$ cat src/rtl/bit_stream_tx_if.sv
// bit_stream_tx_if
// Word handshake between a data producer and bit_stream_tx.
//   data_in    : word to transmit (DATA_W bits), driven by the producer
//   data_valid : producer has a word on data_in
//   data_ready : transmitter takes data_in on this cycle's rising edge
// Modports: master = producer side, slave = transmitter side.
`timescale 1ns/1ps

interface bit_stream_tx_if #(
  parameter int DATA_W = 8
);
  logic [DATA_W-1:0] data_in;
  logic              data_valid;
  logic              data_ready;

  modport master (output data_in, output data_valid, input data_ready);
  modport slave  (input data_in, input data_valid, output data_ready);
endinterface

$ cat src/rtl/bit_stream_tx.sv
// bit_stream_tx
// Serialises parallel words onto a single line. Each frame starts with an
// alternating 1,0,1,0... preamble of PRE_LEN bits. The preamble is followed
// by one or more DATA_W-bit words, each sent MSB first. Every bit lasts P
// clk_200M cycles. P is latched from bit_period when the frame starts, with
// a minimum of 2.
// Ports:
//   clk_200M    : sole clock, rising edge
//   rst_n       : asynchronous active-low reset
//   bit_period  : requested cycles per bit (16 bits)
//   bus         : slave side of bit_stream_tx_if (data_in/data_valid/data_ready)
//   signal_o    : registered serial output
//   busy        : high whenever a frame is in progress
//   frame_done  : one-cycle pulse on the first idle cycle after a frame
// Configuration macro MANCHESTER_EN: when defined, every bit is Manchester
// encoded. A 0 is sent high then low, and a 1 is sent low then high. P is
// also rounded down to even. When the macro is undefined, the line is NRZ.
`timescale 1ns/1ps

module bit_stream_tx #(
  parameter int PRE_LEN = 8,
  parameter int DATA_W  = 8
) (
  input  logic                clk_200M,
  input  logic                rst_n,
  input  logic [15:0]         bit_period,
  bit_stream_tx_if.slave      bus,
  output logic                signal_o,
  output logic                busy,
  output logic                frame_done
);

  localparam int MAX_BITS = (PRE_LEN > DATA_W) ? PRE_LEN : DATA_W;
  localparam int BIT_W    = (MAX_BITS > 1) ? $clog2(MAX_BITS) : 1;
  localparam logic [BIT_W-1:0] PRE_LAST  = BIT_W'(PRE_LEN - 1);
  localparam logic [BIT_W-1:0] DATA_LAST = BIT_W'(DATA_W - 1);

  typedef enum logic [1:0] {IDLE, PRE, DATA} state_t;

  state_t            state, nxt_state;
  logic [15:0]       period_q, nxt_period;
  logic [15:0]       cyc_cnt, nxt_cyc;
  logic [BIT_W-1:0]  bit_cnt, nxt_bit;
  logic [DATA_W-1:0] shift_q, nxt_shift;
  logic              nxt_sig, nxt_done, nxt_bit_val;
  logic              ready_en;
  logic              ready_int;
  logic              transfer;
  logic              bit_end;
  logic [15:0]       period_eff;

  // Period captured at the start of a frame. It is clamped to 2 so that a
  // Manchester bit always has two non-empty halves.
  always_comb begin
    period_eff = (bit_period < 16'd2) ? 16'd2 : bit_period;
`ifdef MANCHESTER_EN
    period_eff[0] = 1'b0;
`endif
  end

  assign bit_end  = (cyc_cnt == (period_q - 16'd1));
  assign transfer = bus.data_valid & ready_int;
  assign busy     = (state != IDLE);

  // ready_en keeps data_ready low until the first edge after reset is released.
  // In DATA, data_ready is high only on the last cycle of the LSB. This allows
  // the next word to follow with no gap.
  assign ready_int = ready_en &
                     ((state == IDLE) ||
                      ((state == DATA) && (bit_cnt == DATA_LAST) && bit_end));
  assign bus.data_ready = ready_int;

  // Next-state logic. signal_o is a register, so the line value for the next
  // cycle is computed from the next-state values rather than the current ones.
  always_comb begin
    nxt_state   = state;
    nxt_period  = period_q;
    nxt_cyc     = cyc_cnt;
    nxt_bit     = bit_cnt;
    nxt_shift   = shift_q;
    nxt_done    = 1'b0;
    nxt_bit_val = 1'b0;
    nxt_sig     = 1'b0;

    case (state)
      IDLE: begin
        if (transfer) begin
          nxt_state  = PRE;
          nxt_period = period_eff;
          nxt_cyc    = '0;
          nxt_bit    = '0;
          nxt_shift  = bus.data_in;
        end
      end
      PRE: begin
        if (bit_end) begin
          nxt_cyc = '0;
          if (bit_cnt == PRE_LAST) begin
            nxt_state = DATA;
            nxt_bit   = '0;
          end else begin
            nxt_bit = bit_cnt + 1'b1;
          end
        end else begin
          nxt_cyc = cyc_cnt + 16'd1;
        end
      end
      DATA: begin
        if (bit_end) begin
          nxt_cyc = '0;
          if (bit_cnt == DATA_LAST) begin
            nxt_bit = '0;
            if (transfer) begin
              nxt_shift = bus.data_in;
            end else begin
              nxt_state  = IDLE;
              nxt_shift  = '0;
              nxt_period = '0;
              nxt_done   = 1'b1;
            end
          end else begin
            nxt_bit   = bit_cnt + 1'b1;
            nxt_shift = shift_q << 1;
          end
        end else begin
          nxt_cyc = cyc_cnt + 16'd1;
        end
      end
      default: nxt_state = IDLE;
    endcase

    case (nxt_state)
      PRE:     nxt_bit_val = ~nxt_bit[0];
      DATA:    nxt_bit_val = nxt_shift[DATA_W-1];
      default: nxt_bit_val = 1'b0;
    endcase

`ifdef MANCHESTER_EN
    if (nxt_state != IDLE)
      nxt_sig = (nxt_cyc < (nxt_period >> 1)) ? ~nxt_bit_val : nxt_bit_val;
`else
    nxt_sig = nxt_bit_val;
`endif
  end

  // State and output registers. Reset clears everything immediately, which
  // aborts any frame in progress without producing a frame_done pulse.
  always_ff @(posedge clk_200M or negedge rst_n) begin
    if (!rst_n) begin
      state      <= IDLE;
      period_q   <= '0;
      cyc_cnt    <= '0;
      bit_cnt    <= '0;
      shift_q    <= '0;
      signal_o   <= 1'b0;
      frame_done <= 1'b0;
      ready_en   <= 1'b0;
    end else begin
      state      <= nxt_state;
      period_q   <= nxt_period;
      cyc_cnt    <= nxt_cyc;
      bit_cnt    <= nxt_bit;
      shift_q    <= nxt_shift;
      signal_o   <= nxt_sig;
      frame_done <= nxt_done;
      ready_en   <= 1'b1;
    end
  end

endmodule

$ cat src/flat_wrapper.sv
// flat-port wrapper written by rule: the top's interface ports become plain ports
module bit_stream_tx_flat 
#(
  parameter int PRE_LEN = 8,
  parameter int DATA_W  = 8
)
  (clk_200M, rst_n, bit_period, signal_o, busy, frame_done, bus_data_in, bus_data_valid, bus_data_ready);
  bit_stream_tx_if #(.DATA_W(DATA_W)) bus_i ();
  input  logic clk_200M;
  input  logic rst_n;
  input  logic [15:0] bit_period;
  output logic signal_o;
  output logic busy;
  output logic frame_done;
  input wire logic [$bits(bus_i.data_in)-1:0] bus_data_in;
  input wire logic [$bits(bus_i.data_valid)-1:0] bus_data_valid;
  output wire logic [$bits(bus_i.data_ready)-1:0] bus_data_ready;
  assign bus_i.data_in = bus_data_in;
  assign bus_i.data_valid = bus_data_valid;
  assign bus_data_ready = bus_i.data_ready;
  bit_stream_tx #(.PRE_LEN(PRE_LEN), .DATA_W(DATA_W)) u_core (.clk_200M(clk_200M), .rst_n(rst_n), .bit_period(bit_period), .bus(bus_i), .signal_o(signal_o), .busy(busy), .frame_done(frame_done));
endmodule
$ cat config.mk
export PLATFORM = sky130hd
export DESIGN_NAME = bit_stream_tx_flat
export DESIGN_NICKNAME = d
export VERILOG_FILES = /design/src/rtl/bit_stream_tx_if.sv /design/src/rtl/bit_stream_tx.sv /design/src/flat_wrapper.sv
export SDC_FILE = /design/constraint.sdc
export NUM_CORES = 1
export LEC_CHECK = 0
export ABC_AREA = 1
export ABC_CLOCK_PERIOD_IN_PS = 4100
export CAP_MARGIN = 0
export CELL_PAD_IN_SITES_DETAIL_PLACEMENT = 0
export CELL_PAD_IN_SITES_GLOBAL_PLACEMENT = 2
export CORE_MARGIN = 10
export CORE_UTILIZATION = 36
export DETAILED_ROUTE_END_ITERATION = 6
export PLACE_DENSITY = 0.84
export SLEW_MARGIN = 10
export SYNTH_ARGS = -nofsm -noshare
export SYNTH_HDL_FRONTEND = slang
export SYNTH_SLANG_ARGS = --single-unit
$ cat constraint.sdc
create_clock -name clk_200M -period 4.1 [get_ports clk_200M]
set_input_delay 0.82 -clock clk_200M [delete_from_list [all_inputs] [get_ports clk_200M]]
set_output_delay 0.82 -clock clk_200M [all_outputs]
set_load 0.03 [all_outputs]
==> results.py <==
metrics = {
    "placement": {
        "io_buffers": 30,
        "globalplace.congestion": 0.897,
        "dp_hpwl_um": 7580,
    },
    "power_and_ir_drop": {
        "p_comb_frac": 0.541,
        "p_int_mw": 1.18,
        "swShare": 0.501,
        "p_leak_nw": 1.93,
        "cellPowerDensity_mw_per_mm2": 589,
        "switching_power_mw": 1.19,
        "max-vdd-ir-drop_v": 0.000275,
        "clkPwrFrac": 0.132,
        "seq_power_share": 0.327,
    },
    "sta": {
        "slew_viol_final": 0,
        "rsz0062_at_grt": "no",
        "whs_ns": 0.416,
        "min_period_over_period": 0.903,
        "fin_crit_ns": 3.70,
        "fmax_ghz": 0.270,
        "finClkSkew_ns": 0.00743,
        "setup_violations": 0,
        "hold_viol_final": 0,
        "setup_tns_ns": 0,
    },
    "clock_tree": {
        "cts-root-buf": "clkbuf_8",
        "ctsHtreeMaxLevel": 2,
        "cts_post_setup_buffers_inserted": 0,
        "cts_resized": 0,
        "cts.clk_slew.worst_paths_ns": 0.10,
        "clockBufferDepth": 2,
        "cts_hold_buffers": 0,
        "cts_buffers": 5,
        "cts_sinks": 48,
        "cts_tree": "yes",
        "clk_latency_ns": 0.31,
    },
    "drt": {
        "wl_per_cell_um": 14.3,
        "route.vias.total": 3248,
        "vias_per_cell": 4.88,
        "ant_nets": 0,
        "drt_iter0_drc": 172,
        "drc": 0,
        "dr.pass1.iters": 5,
        "wl_um": 9530,
    },
    "critical_path": {
        "crit_fanout": 4,
        "worst_setup_path_end_kind": "output port",
        "worst-r2r-cell-count": 13,
        "cp_top_family": "buffers and inverters",
        "crit_arrival_ns": 2.88,
        "path_cells": "inv_2, ha_1, nand3_2, xor2_1, inv_1, nor2_1, nand2_1, nor2_2, nand3_2, nand2_2, nand2_1, inv_1, clkdlybuf4s50_1",
        "crit_path_top_delay_cell": "clkdlybuf4s50_1",
        "cp-start-kind": "register",
        "worstPathRequired_ns": 3.28,
        "slowest_delay_ns": 0.67,
        "path_class": "register to output port",
        "path_buf_inv": 4,
        "path_depth": 13,
    },
    "floorplan": {
        "die-area_mm2": 0.0141,
        "start_util": 0.365,
        "die_h_um": 119,
        "core_area_mm2": 0.00964,
        "io_pins": 31,
        "dieWidth_um": 119,
        "row_count": 36,
    },
    "final_layout": {
        "finish.utilization": 0.417,
        "area_growth_pct": 14.2,
        "drive_above_1_share": 0.105,
        "antenna_cells": 0,
        "nets": 568,
    },
    "global_route": {
        "grt-ovfl-total": 0,
        "track_usage": 0.137,
        "grt_first_pass_wirelength_um": 16000,
        "grt_antenna_before_repair": 0,
        "grt_pass1_vias": 3077,
        "grt_max_degree": 34,
    },
    "synthesis": {
        "yosys_warnings": 0,
        "synthCells": 500,
        "ys_types": 37,
        "synth.avg_cell_area_um2": 7.04,
        "synth_fp_nets": 537,
        "synth_seq_cells": 48,
        "ys_seq_area_frac": 0.341,
        "post_synth_instance_area_mm2": 0.00352,
    },
    "hold_path": {
        "hold_path_class": "primary input to asynchronous set/reset pin",
    },
    "status": {
        "status": "completed",
    },
    "flow_run": {
        "max_cap_violations": 0,
    },
}
==> through the flow <==
step / std cells / worst slack [ns] / power [mW] / cell area, um2
detailed placement: 657 / 0.718 / 2.07 / 3930
floorplan: 500 / 1.45 / 1.77 / 3520
CTS: 665 / 0.338 / 2.39 / 4020
finish: 665 / 0.398 / 2.37 / 4020
global placement: 657 / 0.715 / 2.07 / 3930
global route: 665 / 0.115 / 2.61 / 4020
==> final timing paths <==
| check | from | end | slack (ns) |
|---|---|---|---|
| max in group asynchronous | rst_n | u_core.cyc_cnt[14] | 2.88 |
| worst max register to register | u_core.period_q[0] | u_core.cyc_cnt[3] | 1.16 |
| worst min-delay path | rst_n | u_core.cyc_cnt[5] | 0.42 |
| min in group clk_200M | u_core.shift_q[0] | u_core.shift_q[0] | 0.50 |
| worst max-delay path | u_core.period_q[0] | bus_data_ready | 0.40 |
| worst min register to register | u_core.shift_q[0] | u_core.shift_q[0] | 0.50 |
==> state kept, by name, indices dropped and copies added (netlist names) <==
register	cells
u_core.bit_cnt	3
u_core.cyc_cnt	16
u_core.frame_done	1
u_core.period_q	16
u_core.ready_en	1
u_core.shift_q	8
u_core.signal_o	1
u_core.state	2
==> layout make-up <==
type                       instances  area, um2
sequential                        48       1200
timing repair buffer              34        325
clock buffer                       5       68.8
inverter                          64        240
fill                            1067       5620
tap                              133        166
clock inverter                     3       22.5
multi-input combinational        378       2000
==> metal layers <==
layer  wire length, um  global-route usage
met5                 0                   0
met4                70              0.0313
met3               347              0.0236
met2              4050               0.205
met1              5060               0.201
==> worst register-to-register path, cell delays in order (launching register included) <==
cell	delay (ns)
dfrtp_1	0.43
inv_2	0.09
ha_1	0.20
nand3_2	0.15
xor2_1	0.35
nand3_1	0.10
nand3b_1	0.17
nor3_1	0.26
nand2_1	0.17
nand2_1	0.09
inv_1	0.14
nor2_1	0.38
buf_4	0.24
nor3_1	0.06
==> Yosys cell counts, drive strengths merged <==
cell type,instances,area share
a211oi,1,0.0021
a21oi,31,0.044
a22oi,1,0.0021
a31oi,1,0.0018
buf,6,0.019
clkbuf,4,0.0043
conb,1,0.0011
dfrtp,48,0.34
ha,10,0.036
inv,64,0.068
nand2,147,0.17
nand3,44,0.070
nand3b,5,0.011
nand4,10,0.018
nor2,54,0.070
nor3,16,0.023
nor3b,2,0.0043
nor4,4,0.0071
o21a,2,0.0043
o21ai,32,0.066
o22ai,1,0.0018
or2,2,0.0036
xnor2,4,0.0099
xor2,10,0.025
==> cell families (layout without fill, tap and decap cells) <==
family | count (synthesis) | count (layout) | share of synthesized area
simple gates | 284 | 284 | 0.374
buf+inv | 74 | 106 | 0.0917
fa+ha+maj | 10 | 10 | 0.0355
xor+xnor | 14 | 14 | 0.0348
compound gates | 69 | 69 | 0.122
other cells | 1 | 1 | 0.00107
flops | 48 | 48 | 0.341
==> power groups by stage <==
stage	clock network (mW)	registers, mW	logic [mW]
2_1_floorplan	0	0.731	1.04
3_3_place_gp	0	0.777	1.29
3_5_place_dp	0	0.780	1.29
4_1_cts	0.326	0.771	1.30
5_1_grt	0.338	0.792	1.48
6_report	0.312	0.774	1.28
==> layout by cell type (no fill, tap or decap), drive strengths merged, types with 5 or more instances in the layout <==
| cell | n |
|---|---|
| ha | 10 |
| nand4 | 10 |
| nor3 | 16 |
| nand2 | 147 |
| dfrtp | 48 |
| o21ai | 32 |
| buf | 5 |
| a21oi | 31 |
| nand3b | 5 |
| nand3 | 44 |
| xor2 | 10 |
| nor2 | 54 |
| clkbuf | 5 |
| clkdlybuf4s50 | 29 |
| inv | 65 |
(Power assumes the default switching activity.)
